--- src/rtl/mem_seq_pkg.sv ---
// Shared encodings for the memory-operation sequencer: FSM states, bus owner and RAM direction.
package mem_seq_pkg;

  typedef enum logic [2:0] {
    ST_IDLE    = 3'd0,
    ST_ADDR    = 3'd1,
    ST_ACCESS  = 3'd2,
    ST_CAPTURE = 3'd3,
    ST_DONE    = 3'd4
  } state_t;

  localparam logic OWNER_FETCH = 1'b0;
  localparam logic OWNER_DATA  = 1'b1;

  localparam logic RW_READ  = 1'b0;
  localparam logic RW_WRITE = 1'b1;

endpackage

--- src/rtl/mem_seq_watchdog.sv ---
// ACCESS-phase wait counter; expired flags the last allowed cycle without MOC.
// Only instantiated when MEM_SEQ_TIMEOUT_EN is defined.
module mem_seq_watchdog #(
  parameter int TIMEOUT_CYCLES = 15,
  parameter int CNT_W          = 4
) (
  input  logic clk,
  input  logic reset,
  input  logic clear,
  input  logic enable,
  output logic expired
);

  logic [CNT_W-1:0] count;

  always_ff @(posedge clk or posedge reset) begin
    if (reset) begin
      count <= '0;
    end else if (clear) begin
      count <= '0;
    end else if (enable) begin
      count <= count + 1'b1;
    end
  end

  // Count is zero in the first ACCESS cycle, so this is the TIMEOUT_CYCLES-th one.
  assign expired = (count == CNT_W'(TIMEOUT_CYCLES - 1));

endmodule

--- src/rtl/mem_op_sequencer.sv ---
// Multicycle MAR/MDR/RAM sequencer arbitrating fetch and data requests with MOC handshake.
// Optional ACCESS timeout with sticky timeout_err is enabled by defining MEM_SEQ_TIMEOUT_EN.
module mem_op_sequencer #(
  parameter int TIMEOUT_CYCLES = 15,
  parameter int CNT_W          = 4
) (
  input  logic clk,
  input  logic reset,
  input  logic fetch_req,
  input  logic data_req,
  input  logic data_rw,
  input  logic mem_moc,
  input  logic err_clr,
  output logic addr_sel,
  output logic mar_load,
  output logic mem_enable,
  output logic mem_rw,
  output logic mdr_load,
  output logic ir_load,
  output logic fetch_done,
  output logic data_done,
  output logic busy,
  output logic timeout_err
);

  import mem_seq_pkg::*;

  state_t state;
  state_t state_next;
  logic   owner;
  logic   rw;
  logic   timeout_hit;

  always_ff @(posedge clk or posedge reset) begin
    if (reset) begin
      state <= ST_IDLE;
      owner <= OWNER_FETCH;
      rw    <= RW_READ;
    end else begin
      state <= state_next;
      // Data has fixed priority; fetches are always reads.
      if (state == ST_IDLE) begin
        if (data_req) begin
          owner <= OWNER_DATA;
          rw    <= data_rw;
        end else if (fetch_req) begin
          owner <= OWNER_FETCH;
          rw    <= RW_READ;
        end
      end
    end
  end

`ifdef MEM_SEQ_TIMEOUT_EN
  logic expired;

  mem_seq_watchdog #(
    .TIMEOUT_CYCLES(TIMEOUT_CYCLES),
    .CNT_W         (CNT_W)
  ) u_watchdog (
    .clk    (clk),
    .reset  (reset),
    .clear  (state == ST_ADDR),
    .enable (state == ST_ACCESS),
    .expired(expired)
  );

  assign timeout_hit = (state == ST_ACCESS) && !mem_moc && expired;

  // A new timeout beats a simultaneous clear.
  always_ff @(posedge clk or posedge reset) begin
    if (reset) begin
      timeout_err <= 1'b0;
    end else if (timeout_hit) begin
      timeout_err <= 1'b1;
    end else if (err_clr) begin
      timeout_err <= 1'b0;
    end
  end
`else
  localparam int unused_cfg = TIMEOUT_CYCLES + CNT_W;
  logic unused_err_clr;

  assign unused_err_clr = err_clr;
  assign timeout_hit    = 1'b0;
  assign timeout_err    = 1'b0;
`endif

  always_comb begin
    state_next = state;
    addr_sel   = 1'b0;
    mar_load   = 1'b0;
    mem_enable = 1'b0;
    mem_rw     = 1'b0;
    mdr_load   = 1'b0;
    ir_load    = 1'b0;
    fetch_done = 1'b0;
    data_done  = 1'b0;
    busy       = (state != ST_IDLE);

    unique case (state)
      ST_IDLE: begin
        if (data_req || fetch_req) state_next = ST_ADDR;
      end
      ST_ADDR: begin
        addr_sel   = owner;
        mar_load   = 1'b1;
        state_next = ST_ACCESS;
      end
      ST_ACCESS: begin
        addr_sel   = owner;
        mem_enable = 1'b1;
        mem_rw     = rw;
        if (mem_moc) begin
          state_next = (rw == RW_WRITE) ? ST_DONE : ST_CAPTURE;
        end else if (timeout_hit) begin
          state_next = ST_DONE;
        end
      end
      // RAM stays enabled so the read data is stable while it is captured.
      ST_CAPTURE: begin
        addr_sel   = owner;
        mem_enable = 1'b1;
        mdr_load   = (owner == OWNER_DATA);
        ir_load    = (owner == OWNER_FETCH);
        state_next = ST_DONE;
      end
      ST_DONE: begin
        addr_sel   = owner;
        fetch_done = (owner == OWNER_FETCH);
        data_done  = (owner == OWNER_DATA);
        state_next = ST_IDLE;
      end
      default: state_next = ST_IDLE;
    endcase
  end

endmodule

--- config.mk ---
export PLATFORM = sky130hd
export DESIGN_NAME = mem_op_sequencer
export DESIGN_NICKNAME = d
export VERILOG_FILES = /design/src/rtl/mem_seq_pkg.sv /design/src/rtl/mem_seq_watchdog.sv /design/src/rtl/mem_op_sequencer.sv
export SDC_FILE = /design/constraint.sdc
export NUM_CORES = 1
export LEC_CHECK = 0
export CAP_MARGIN = 20
export CORE_AREA = 2 2 39 41
export DETAILED_ROUTE_END_ITERATION = 10
export DIE_AREA = 0 0 41 43
export PLACE_DENSITY = 0.61
export SLEW_MARGIN = 40
export SYNTH_ARGS = -nofsm -noshare
export SYNTH_HDL_FRONTEND = slang
export SYNTH_SLANG_ARGS = --single-unit
export TNS_END_PERCENT = 10
--- constraint.sdc ---
create_clock -name clk -period 2.84 [get_ports clk]
set_input_delay 0.568 -clock clk [delete_from_list [all_inputs] [get_ports clk]]
set_output_delay 0.568 -clock clk [all_outputs]
set_load 0.01 [all_outputs]
* Yosys cells after proc, flatten, opt, wreduce, memory -nomap -nowiden
Index checks and enable logic that the tools add are counted.
Word-level totals: bits in registers 5
Operators by class: mux-type cells 15, equality and inequality tests 6, bitwise gates (word level) 1, reduce and logical (&&, ||, !) cells 8
Operator list (number):
- $pmux W3 S4 | 1
- $mux W1 | 11
- $mux W3 | 3
- $eq A3 B2 Y1 const B | 2
- $reduce_and A2 Y1 | 2
- $reduce_or A4 Y1 | 1
- $eq A3 B1 Y1 const B | 1
- $eq A3 B3 Y1 const B | 1
- $logic_not A3 Y1 | 1
- $reduce_bool A3 Y1 | 1
- $ne A2 B1 Y1 const B | 1
- $ne A2 B2 Y1 const B | 1
- $reduce_bool A2 Y1 | 1
- $reduce_or A2 Y1 | 1
- $logic_or A1 B1 Y1 | 1
- $not A1 Y1 | 1

* Depth between registers and ports, before layout
Gate-level depths: netlist of run 1.
depth after elaboration 3, mapped depth 4, mapped depth without buffers 3

* Worst setup path after synthesis of run 1
Ideal clock, no wire load.
kind register to output, start point register state[0], end point output fetch_done, slack 1247 ps, data arrival time 1025 ps, cell stages (with the launch flop) 3, path buffers 1, path through dfrtp_1 buf_2 nor4b_1
On the way: longest elaborated chain between the ends 2
RTL lines:
- start: declaration | RTL line mem_op_sequencer.sv:28 | state_t state;
- start signal: assignment | RTL line mem_op_sequencer.sv:40 | state <= state_next;
- $eq A3 B3 Y1 | RTL line mem_op_sequencer.sv:101 | unique case (state)
- $mux W1 | RTL line mem_op_sequencer.sv:101
- end: declaration | RTL line mem_op_sequencer.sv:20 | output logic fetch_done,
Every way passes these cells.

* Worst setup path in the final report of run 1
start point register state[1], end point output mem_rw
On the way: longest elaborated chain between the ends 2
RTL lines:
- $eq A3 B2 Y1 | RTL line mem_op_sequencer.sv:101
- $mux W1 | RTL line mem_op_sequencer.sv:101
- end: declaration | RTL line mem_op_sequencer.sv:17 | output logic mem_rw,
Every way passes these cells.

==> qor.yml, run 1 <==
status:
  outcome: "complete, no violations"
global_routing:
  grt_use_met1_pct: 11.8
  top_usage_layer: "met2"
  grt_pass1_vias: 279
  grt_util_met2_pct: 14.4
  grt_pass1_wl_um: 1170
  grt-ovfl-total: 0
  grt_usage_pct: 10.7
  grt_use_met3_pct: 6.28
  grt_max_degree: 12
  antenna_found_initial: 0
floorplanning:
  dieArea_sq_um: 1760
  start_util_pct: 23.1
  die_h_um: 43
  die_w_um: 41
  rows: 14
  io_pins: 17
  core_area_sq_um: 1380
clock_tree:
  cts.sinks: 5
  cts_resized: 0
  cts_tree: "yes"
  clock_latency_ns: 0.25
  post-cts-setup-buffers: 0
  root_buffer: "clkbuf_4"
  cts_made_buffers: 3
  h-tree-depth: 1
  cts_buffer_depth: 2
  hold_buffers: 0
  cts.reportedPaths.clkPinSlew_ns: 0.04
final_layout:
  final_nets: 56
  n_fill_cell: 152
  drive_gt1_share_pct: 10.4
  antenna_cells: 0
  area_growth_pct: 50.8
logic_synthesis:
  seq_area_frac_synth_pct: 39.1
  yosys_warnings: 0
  ys.flop_type: "dfrtp_1"
  synth_edf_count: 0
  netlist_area_sq_um: 320
  synthArstFlopShare_pct: 100
  synth_most_common_cell: "dfrtp_1"
  syn_avg_cell_area_sq_um: 9.71
  synth.top_cell.area_share_pct: 39.1
  syn_nets: 40
  synth_cells: 33
  yosysTopAreaCell: "dfrtp_1"
  ys_top_cells_by_count: "dfrtp_1, and3_1, inv_1, nand2_1, nor2_1"
  synth-seq-cells: 5
  synth.area.top_cells: "dfrtp_1, nor3_4, and3_1, buf_6, a32o_1"
  synth.distinct_cells: 25
power_and_ir_drop:
  power.share.clock_pct: 15.9
  netSwitchingPower_mw: 0.205
  p_comb_share_pct: 49.8
  p_leak_nw: 0.201
  p_seq_share_pct: 34.3
  intPower_mw: 0.323
  power_density_nw_per_um2: 1090
  peakVddDrop_mv: 0.370
  switching_share_pct: 38.8
placed_design:
  pre_cts_ws_ns: 0.743
  portBuffers: 14
  place_congestion: 0.698
  place_hpwl_um: 500
detailed_routing:
  drcViolationCount: 0
  detail-route-antenna-nets: 0
  dr.pass1.iters: 2
  viasPerCell: 4.58
  num_vias: 293
  wl_per_cell_um: 11.3
  wl_um: 722
  drt_iter0_drc: 1
critical_path:
  crit_arrival_ns: 1.78
  cp_slowest_cell: "dfrtp_1"
  worst-path-buf-inv: 1
  critPathKind: "register to primary output"
  crit_required_ns: 2.27
  end_kind: "primary output"
  cp_max_fo: 9
  worstPathCellList: "nor2b_2 > and3b_1 > clkdlybuf4s50_1"
  start_kind: "register"
  path_delay_family: "flip-flops"
  max_stage_delay_ns: 0.55
timing:
  finalSetupTns_ns: 0
  final-setup-viol-count: 0
  period_share_pct: 82.8
  fmax_ghz: 0.425
  rsz0062_at_grt: "no"
  setup_slack_ns: 0.490
  fin_skew_ns: 0.00175
  hold_viol: 0
  slew_violations: 0
  fin_crit_ns: 2.35
worst_hold_path:
  hold_class: "input port to async pin"
job:
  cap_violations: 0
kinds of logic after synthesis:
kind of cell	after synthesis	synth area share [%]
AND/OR/NAND/NOR	14	31.6
AO/OA/AOI/OAI	7	15.2
flip-flops	5	39.1
buffers and inverters	5	9.77
multiplexers	1	3.13
other	1	1.17
per-stage QoR:
step	instances	util [%]	instance area, sq um	hold slack (ns)	total power [mW]
after global placement	60	33.0	457	0.553	0.443
after floorplan	33	-	320	0.347	0.333
after detailed placement	60	33.0	457	0.544	0.447
after CTS	64	34.9	483	0.534	0.534
after global routing	64	34.9	483	0.542	0.569
final	64	34.9	483	0.524	0.528
power by group through the flow:
stage,clock network (mW),logic [mW],registers [mW]
floorplan,0,0.197,0.136
CTS,0.0877,0.268,0.179
finish,0.0842,0.263,0.181
global route,0.0947,0.287,0.187
global placement,0,0.264,0.179
detailed placement,0,0.267,0.180
path summary, 6_finish.rpt:
| kind | to | startpoint | cells after the start | slack [ns] |
|---|---|---|---|---|
| setup / recovery | mem_rw | state[1] | 3 | 0.49 |
| hold / removal | state[0] | reset | 2 | 0.52 |
| setup reg to reg | rw | state[1] | 3 | 1.63 |
| hold reg to reg | rw | rw | 1 | 0.56 |
| max in group asynchronous | owner | reset | 2 | 2.15 |
| min in group clk | rw | rw | 1 | 0.56 |
per-layer routing:
metal  wire length (um)  share of wire (%)
met5                  0                  0
met4                 11                1.5
met3                 42                5.8
met2                355                 49
met1                313                 43
layout make-up:
cell class                 count  area (sq um)  area share (%)
sequential                     5           125            25.9
inverter                       2          7.51            1.55
timing repair buffer          14           140            29.0
clock buffer                   4          26.3            5.44
tap                           16          20.0            4.15
multi-input combinational     23           164            33.9
flip-flops by register name (all words and copies together) (netlist names):
signal	cells
owner	1
rw	1
state	3
placed cells by master, fill, tap and decap left out, types with 2 or more instances in the layout:
| master | Yosys | final |
|---|---|---|
| clkbuf_4 | 0 | 3 |
| nor2_1 | 2 | 2 |
| inv_1 | 2 | 2 |
| clkdlybuf4s50_1 | 0 | 14 |
| nand2_1 | 2 | 2 |
| and3_1 | 2 | 2 |
| dfrtp_1 | 5 | 5 |
Power figures use the tool's default switching activity.
==> inputs of run 2 (changes only) <==
Settings changed: PLACE_DENSITY 0.61 to 0.63.
Clock period 2.84 ns to 2.05 ns, I/O delays scaled along.
==> run 2 against run 1 <==
Against the previous run:
- setup slack got worse by 0.46 ns
- non-clock buffer count increased by 2
- count of clock-buffer cells in the layout unchanged
- register-to-register slack got worse by 0.76 ns
- combinational power increased by 55%
- worst hold slack got worse by 0.16 ns
- highest routed layer unchanged
==> qor.yml, run 2 (synthesized netlist as in run 1, its figures left out) <==
global_routing:
  grt-ovfl-total: 0  # unchanged
  grt_usage_pct: 10.9  # was 10.7%
  grt_pass1_wl_um: 1210  # was 1170 um
  grt_max_degree: 12  # unchanged
  antenna_found_initial: 0  # unchanged
  grt_pass1_vias: 287  # was 279
critical_path:
  start_kind: "register"  # unchanged
  critPathKind: "register to primary output"  # unchanged
  r2r_setup_slack_ns: 0.87  # was 1.63 ns
  rr_worst_depth: 4  # was 3
  max_stage_delay_ns: 0.47  # was 0.55 ns
  crit_required_ns: 1.64  # was 2.27 ns
  crit_arrival_ns: 1.61  # was 1.78 ns
  cp_slowest_cell: "dfrtp_2"  # was dfrtp_1
  end_kind: "primary output"  # unchanged
  cp_max_fo: 8  # was 9
  worstPathCellList: "nor3_4 > inv_1 > and3_1 > clkdlybuf4s50_1"  # was nor2b_2 > and3b_1 > clkdlybuf4s50_1
power_and_ir_drop:
  peakVddDrop_mv: 0.537  # was 0.370 mV
  p_seq_share_pct: 32.4  # was 34.3%
  p_comb_share_pct: 52.5  # was 49.8%
  netSwitchingPower_mw: 0.290  # was 0.205 mW
  power.share.clock_pct: 15.2  # was 15.9%
  power_density_nw_per_um2: 1500  # was 1090 nW/um^2
  switching_share_pct: 37.4  # was 38.8%
  intPower_mw: 0.485  # was 0.323 mW
  p_leak_nw: 0.282  # was 0.201 nW
floorplanning:
  die_h_um: 43  # unchanged
  die_w_um: 41  # unchanged
  dieArea_sq_um: 1760  # unchanged
  core_area_sq_um: 1380  # unchanged
  io_pins: 17  # unchanged
  rows: 14  # unchanged
  start_util_pct: 23.1  # unchanged
timing:
  slew_violations: 0  # unchanged
  final-setup-viol-count: 0  # unchanged
  finalSetupTns_ns: 0  # unchanged
  fmax_ghz: 0.496
  rsz0062_at_grt: "yes"  # was no
  whs_ns: 0.368  # was 0.524 ns
  hold_viol: 0  # unchanged
  fin_skew_ns: 0.00109  # was 0.00175 ns
  fin_crit_ns: 2.02
  period_share_pct: 98.3
placed_design:
  place_hpwl_um: 484  # was 500 um
  portBuffers: 14  # unchanged
  place_congestion: 0.708  # was 0.698
detailed_routing:
  viasPerCell: 4.36  # was 4.58
  dr.pass1.iters: 1  # was 2
  detail-route-antenna-nets: 0  # unchanged
  drt_iter0_drc: 0  # was 1
  num_vias: 288  # was 293
  wl_um: 664  # was 722 um
  drcViolationCount: 0  # unchanged
  wl_per_cell_um: 10.1  # was 11.3 um
clock_tree:
  hold_buffers: 0  # unchanged
  clock_latency_ns: 0.25  # about the same
  cts.sinks: 5  # unchanged
  cts_made_buffers: 3  # unchanged
  h-tree-depth: 1  # unchanged
  cts_tree: "yes"  # unchanged
  cts_buffer_depth: 2  # unchanged
  root_buffer: "clkbuf_4"  # unchanged
  cts.reportedPaths.clkPinSlew_ns: 0.04  # about the same
final_layout:
  mostFrequentLayoutCell: "clkdlybuf4s50_1"  # unchanged
  antenna_cells: 0  # unchanged
  top_regs: "state: 3 flops, owner: 1 flops, rw: 1 flops"  # unchanged
  area_growth_pct: 61.3  # was 50.8%
  regMostFlops: "state"  # unchanged
  final_cell_mix: "clkdlybuf4s50_1, dlymetal6s2s_1, clkbuf_4, dfrtp_2"  # was clkdlybuf4s50_1, dfrtp_1, clkbuf_4
  largest_reg_flops: 3  # unchanged
  drive_gt1_share_pct: 20.0  # was 10.4%
  final_nets: 58  # was 56
status:
  outcome: "complete, no violations"  # unchanged
job:
  cap_violations: 0  # unchanged
worst_hold_path:
  hold_class: "input port to async pin"  # unchanged
## run 2: changes by cell type in the layout (fill, tap and decap cells not counted), sizes merged
cell / delta
dlymetal6s2s: +4
clkdlybuf4s50: -4
buf: +2
## run 2: cell type report
| type | count | area [sq um] |
|---|---|---|
| clock buffers | 4 | 26.3 |
| fillers | 148 | 867 |
| inverters | 2 | 7.51 |
| multi-input cells | 23 | 169 |
| flip-flops and latches | 5 | 129 |
| well taps | 16 | 20.0 |
| repair buffers | 16 | 165 |
## run 2: per-layer routing
layer / global-route usage [%] / routed length, um / up-vias / share of wire [%]
met5: 0 / 0 / - / 0
met4: 6.00 / 23 / 0 / 3.5
met3: 7.85 / 57 / 5 / 8.6
met2: 13.4 / 307 / 10 / 46
met1: 13.6 / 275 / 126 / 41
li1: - / - / 147 / -
## run 2: final timing paths
kind,start,end
min,reset,state[0]
min in group clk,rw,rw
min reg2reg,rw,rw
max,state[1],addr_sel
max in group asynchronous,reset,state[2]
max reg2reg,state[1],rw
## run 2: critical path, delay by kind of cell (launching register included)
| kind | cells | cell delay (ns) |
|---|---|---|
| buffers and inverters | 2 | 0.54 |
| DFF | 1 | 0.47 |
| and+or+nand+nor | 2 | 0.35 |
## run 2: power groups by stage
stage,clock (mW),combinational (mW),sequential [mW]
6_report,0.118,0.407,0.251
5_1_grt,0.134,0.447,0.266
4_1_cts,0.121,0.408,0.247
3_5_place_dp,0,0.389,0.247
3_3_place_gp,0,0.385,0.248
2_1_floorplan,0,0.273,0.188
## run 2: per-stage QoR
step	power, mW	area (sq um)	worst slack, ns	utilization [%]	cells
floorplan	0.461	320	0.615	-	33
global placement	0.633	464	0.127	33.5	61
detailed placement	0.636	464	0.139	33.5	61
CTS	0.776	502	0.00249	36.3	66
global route	0.847	517	-0.0393	37.3	66
finish	0.775	517	0.0344	37.3	66
## run 2: what timing repair did
action                     CTS  global route
buffers inserted             1             0
setup endpoints to repair    6             5
resized for setup            3             6
==> inputs of run 3 (changes only) <==
Settings changed: SKIP_CTS_REPAIR_TIMING set to 1.
==> run 3 against run 2 <==
Against the previous run:
- setup slack improved by 0.013 ns
- sequential power about the same
- register-to-register slack is essentially flat
- die area is the same
- clock power about the same
- count of clock-buffer cells in the layout stayed put
- fmax increased by 0.64%
- power up 0.24%
- final cell count unchanged
- largest power group unchanged
- highest routed layer unchanged
==> qor.yml, run 3 (synthesized netlist as in run 1, its figures left out) <==
critical_path:
  crit_required_ns: 1.64  # about the same
  cp_slowest_cell: "dfrtp_2"  # unchanged
  cp_max_fo: 8  # unchanged
  critPathKind: "register to primary output"  # unchanged
  crit_arrival_ns: 1.59  # was 1.61 ns
  start_kind: "register"  # unchanged
  worstPathCellList: "nor3_4 > inv_1 > and3_1 > clkdlybuf4s50_1"  # unchanged
  end_kind: "primary output"  # unchanged
  max_stage_delay_ns: 0.47  # about the same
placed_design:
  place_area_sq_um: 464  # unchanged
  pre_cts_ws_ns: 0.139  # unchanged
  place_congestion: 0.708  # unchanged
  place_hpwl_um: 484  # unchanged
  portBuffers: 14  # unchanged
final_layout:
  multi_input_area_sq_um: 175  # was 169 sq um
  mostFrequentLayoutCell: "clkdlybuf4s50_1"  # unchanged
  top_regs: "state: 3 flops, owner: 1 flops, rw: 1 flops"  # unchanged
  regArea_sq_um: 129  # unchanged
  regMostFlops: "state"  # unchanged
  n_fill_cell: 148  # unchanged
  final_nets: 58  # unchanged
  final_util_pct: 37.8  # was 37.3%
  area_growth_pct: 63.3  # was 61.3%
  final_cell_mix: "clkdlybuf4s50_1, dlymetal6s2s_1, clkbuf_4, dfrtp_2"  # unchanged
  antenna_cells: 0  # unchanged
  fin_area_sq_um: 523  # was 517 sq um
  drive_gt1_share_pct: 22.0  # was 20.0%
  largest_reg_flops: 3  # unchanged
clock_tree:
  clock_latency_ns: 0.25  # about the same
  cts.reportedPaths.clkPinSlew_ns: 0.04  # about the same
  root_buffer: "clkbuf_4"  # unchanged
  h-tree-depth: 1  # unchanged
  cts_made_buffers: 3  # unchanged
  cts.sinks: 5  # unchanged
  cts_tree: "yes"  # unchanged
  cts_buffer_depth: 2  # unchanged
power_and_ir_drop:
  netSwitchingPower_mw: 0.296  # was 0.290 mW
  p_leak_nw: 0.300  # was 0.282 nW
  p_seq_share_pct: 32.3  # was 32.4%
  power_density_nw_per_um2: 1490  # was 1500 nW/um^2
  totalPowerFinal_mw: 0.777  # was 0.775 mW
  intPower_mw: 0.481  # was 0.485 mW
  power.share.clock_pct: 15.0  # was 15.2%
  p_comb_share_pct: 52.7  # was 52.5%
  switching_share_pct: 38.1  # was 37.4%
  peakVddDrop_mv: 0.532  # was 0.537 mV
detailed_routing:
  wl_per_cell_um: 10.4  # was 10.1 um
  drcViolationCount: 0  # unchanged
  viasPerCell: 4.44  # was 4.36
  dr.pass1.iters: 2  # was 1
  detail-route-antenna-nets: 0  # unchanged
  wl_um: 689  # was 664 um
  drt_iter0_drc: 1  # was 0
  num_vias: 293  # was 288
floorplanning:
  start_util_pct: 23.1  # unchanged
  io_pins: 17  # unchanged
  die_h_um: 43  # unchanged
  die_w_um: 41  # unchanged
  core_area_sq_um: 1380  # unchanged
  rows: 14  # unchanged
  dieArea_sq_um: 1760  # unchanged
timing:
  rsz0062_at_grt: "yes"  # unchanged
  slew_violations: 0  # unchanged
  final-setup-viol-count: 0  # unchanged
  setup_slack_ns: 0.0471  # was 0.0344 ns
  finalSetupTns_ns: 0  # unchanged
  fin_skew_ns: 0.000694  # was 0.00109 ns
  hold_viol: 0  # unchanged
  period_share_pct: 97.7  # was 98.3%
  fmax_ghz: 0.499  # was 0.496 GHz
  fin_crit_ns: 2.00  # was 2.02 ns
worst_hold_path:
  hold_class: "input port to async pin"  # unchanged
global_routing:
  grt_pass1_vias: 284  # was 287
  grt-ovfl-total: 0  # unchanged
  grt_usage_pct: 10.8  # was 10.9%
  grt_pass1_wl_um: 1200  # was 1210 um
  grt_max_degree: 12  # unchanged
  antenna_found_initial: 0  # unchanged
job:
  cap_violations: 0  # unchanged
status:
  outcome: "complete, no violations"  # unchanged
[run 3: cell types whose count changed in the layout (fill, tap and decap cells not counted), sizes merged]
| cell | before | now |
|---|---|---|
| buf | 2 | 1 |
| dlymetal6s2s | 4 | 5 |
| clkdlybuf4s50 | 10 | 9 |
| clkbuf | 4 | 5 |
[run 3: power by group through the flow]
stage | registers, mW | logic, mW | clock network [mW]
2_1_floorplan | 0.188 | 0.273 | 0
3_5_place_dp | 0.247 | 0.389 | 0
3_3_place_gp | 0.248 | 0.385 | 0
4_1_cts | 0.246 | 0.390 | 0.121
5_1_grt | 0.264 | 0.450 | 0.134
6_report | 0.251 | 0.409 | 0.117
[run 3: cell type report]
class | count | area share, %
multi-input combinational | 23 | 33.5
timing repair buffer | 16 | 31.6
sequential | 5 | 24.6
clock buffer | 4 | 5.02
tap | 16 | 3.83
inverter | 2 | 1.44
[run 3: through the flow]
step                hold slack, ns  cells
global route                 0.397     66
global placement             0.545     61
finish                       0.369     66
detailed placement           0.535     61
floorplan                    0.189     33
CTS                          0.377     65
[run 3: metal layers]
layer	track usage (%)	wire [um]
met3	7.85	59
met1	12.8	286
met4	6.00	23
met5	0	0
met2	13.8	320
[run 3: worst max-delay path, delay by kind of cell, from the launching register on]
family / cells / cell delay (ns)
AND/OR/NAND/NOR: 2 / 0.34
flip-flops: 1 / 0.47
buffers and inverters: 2 / 0.54
[run 3: path summary, 6_finish.rpt]
check                          from        to  slack [ns]  cells after the start
hold / removal                reset  state[0]        0.37                      2
setup / recovery           state[2]  addr_sel        0.05                      4
max in group asynchronous     reset  state[2]        1.49                      2
setup reg to reg           state[2]        rw        0.88                      4
hold reg to reg                  rw        rw        0.54                      1
min in group clk                 rw        rw        0.54                      1
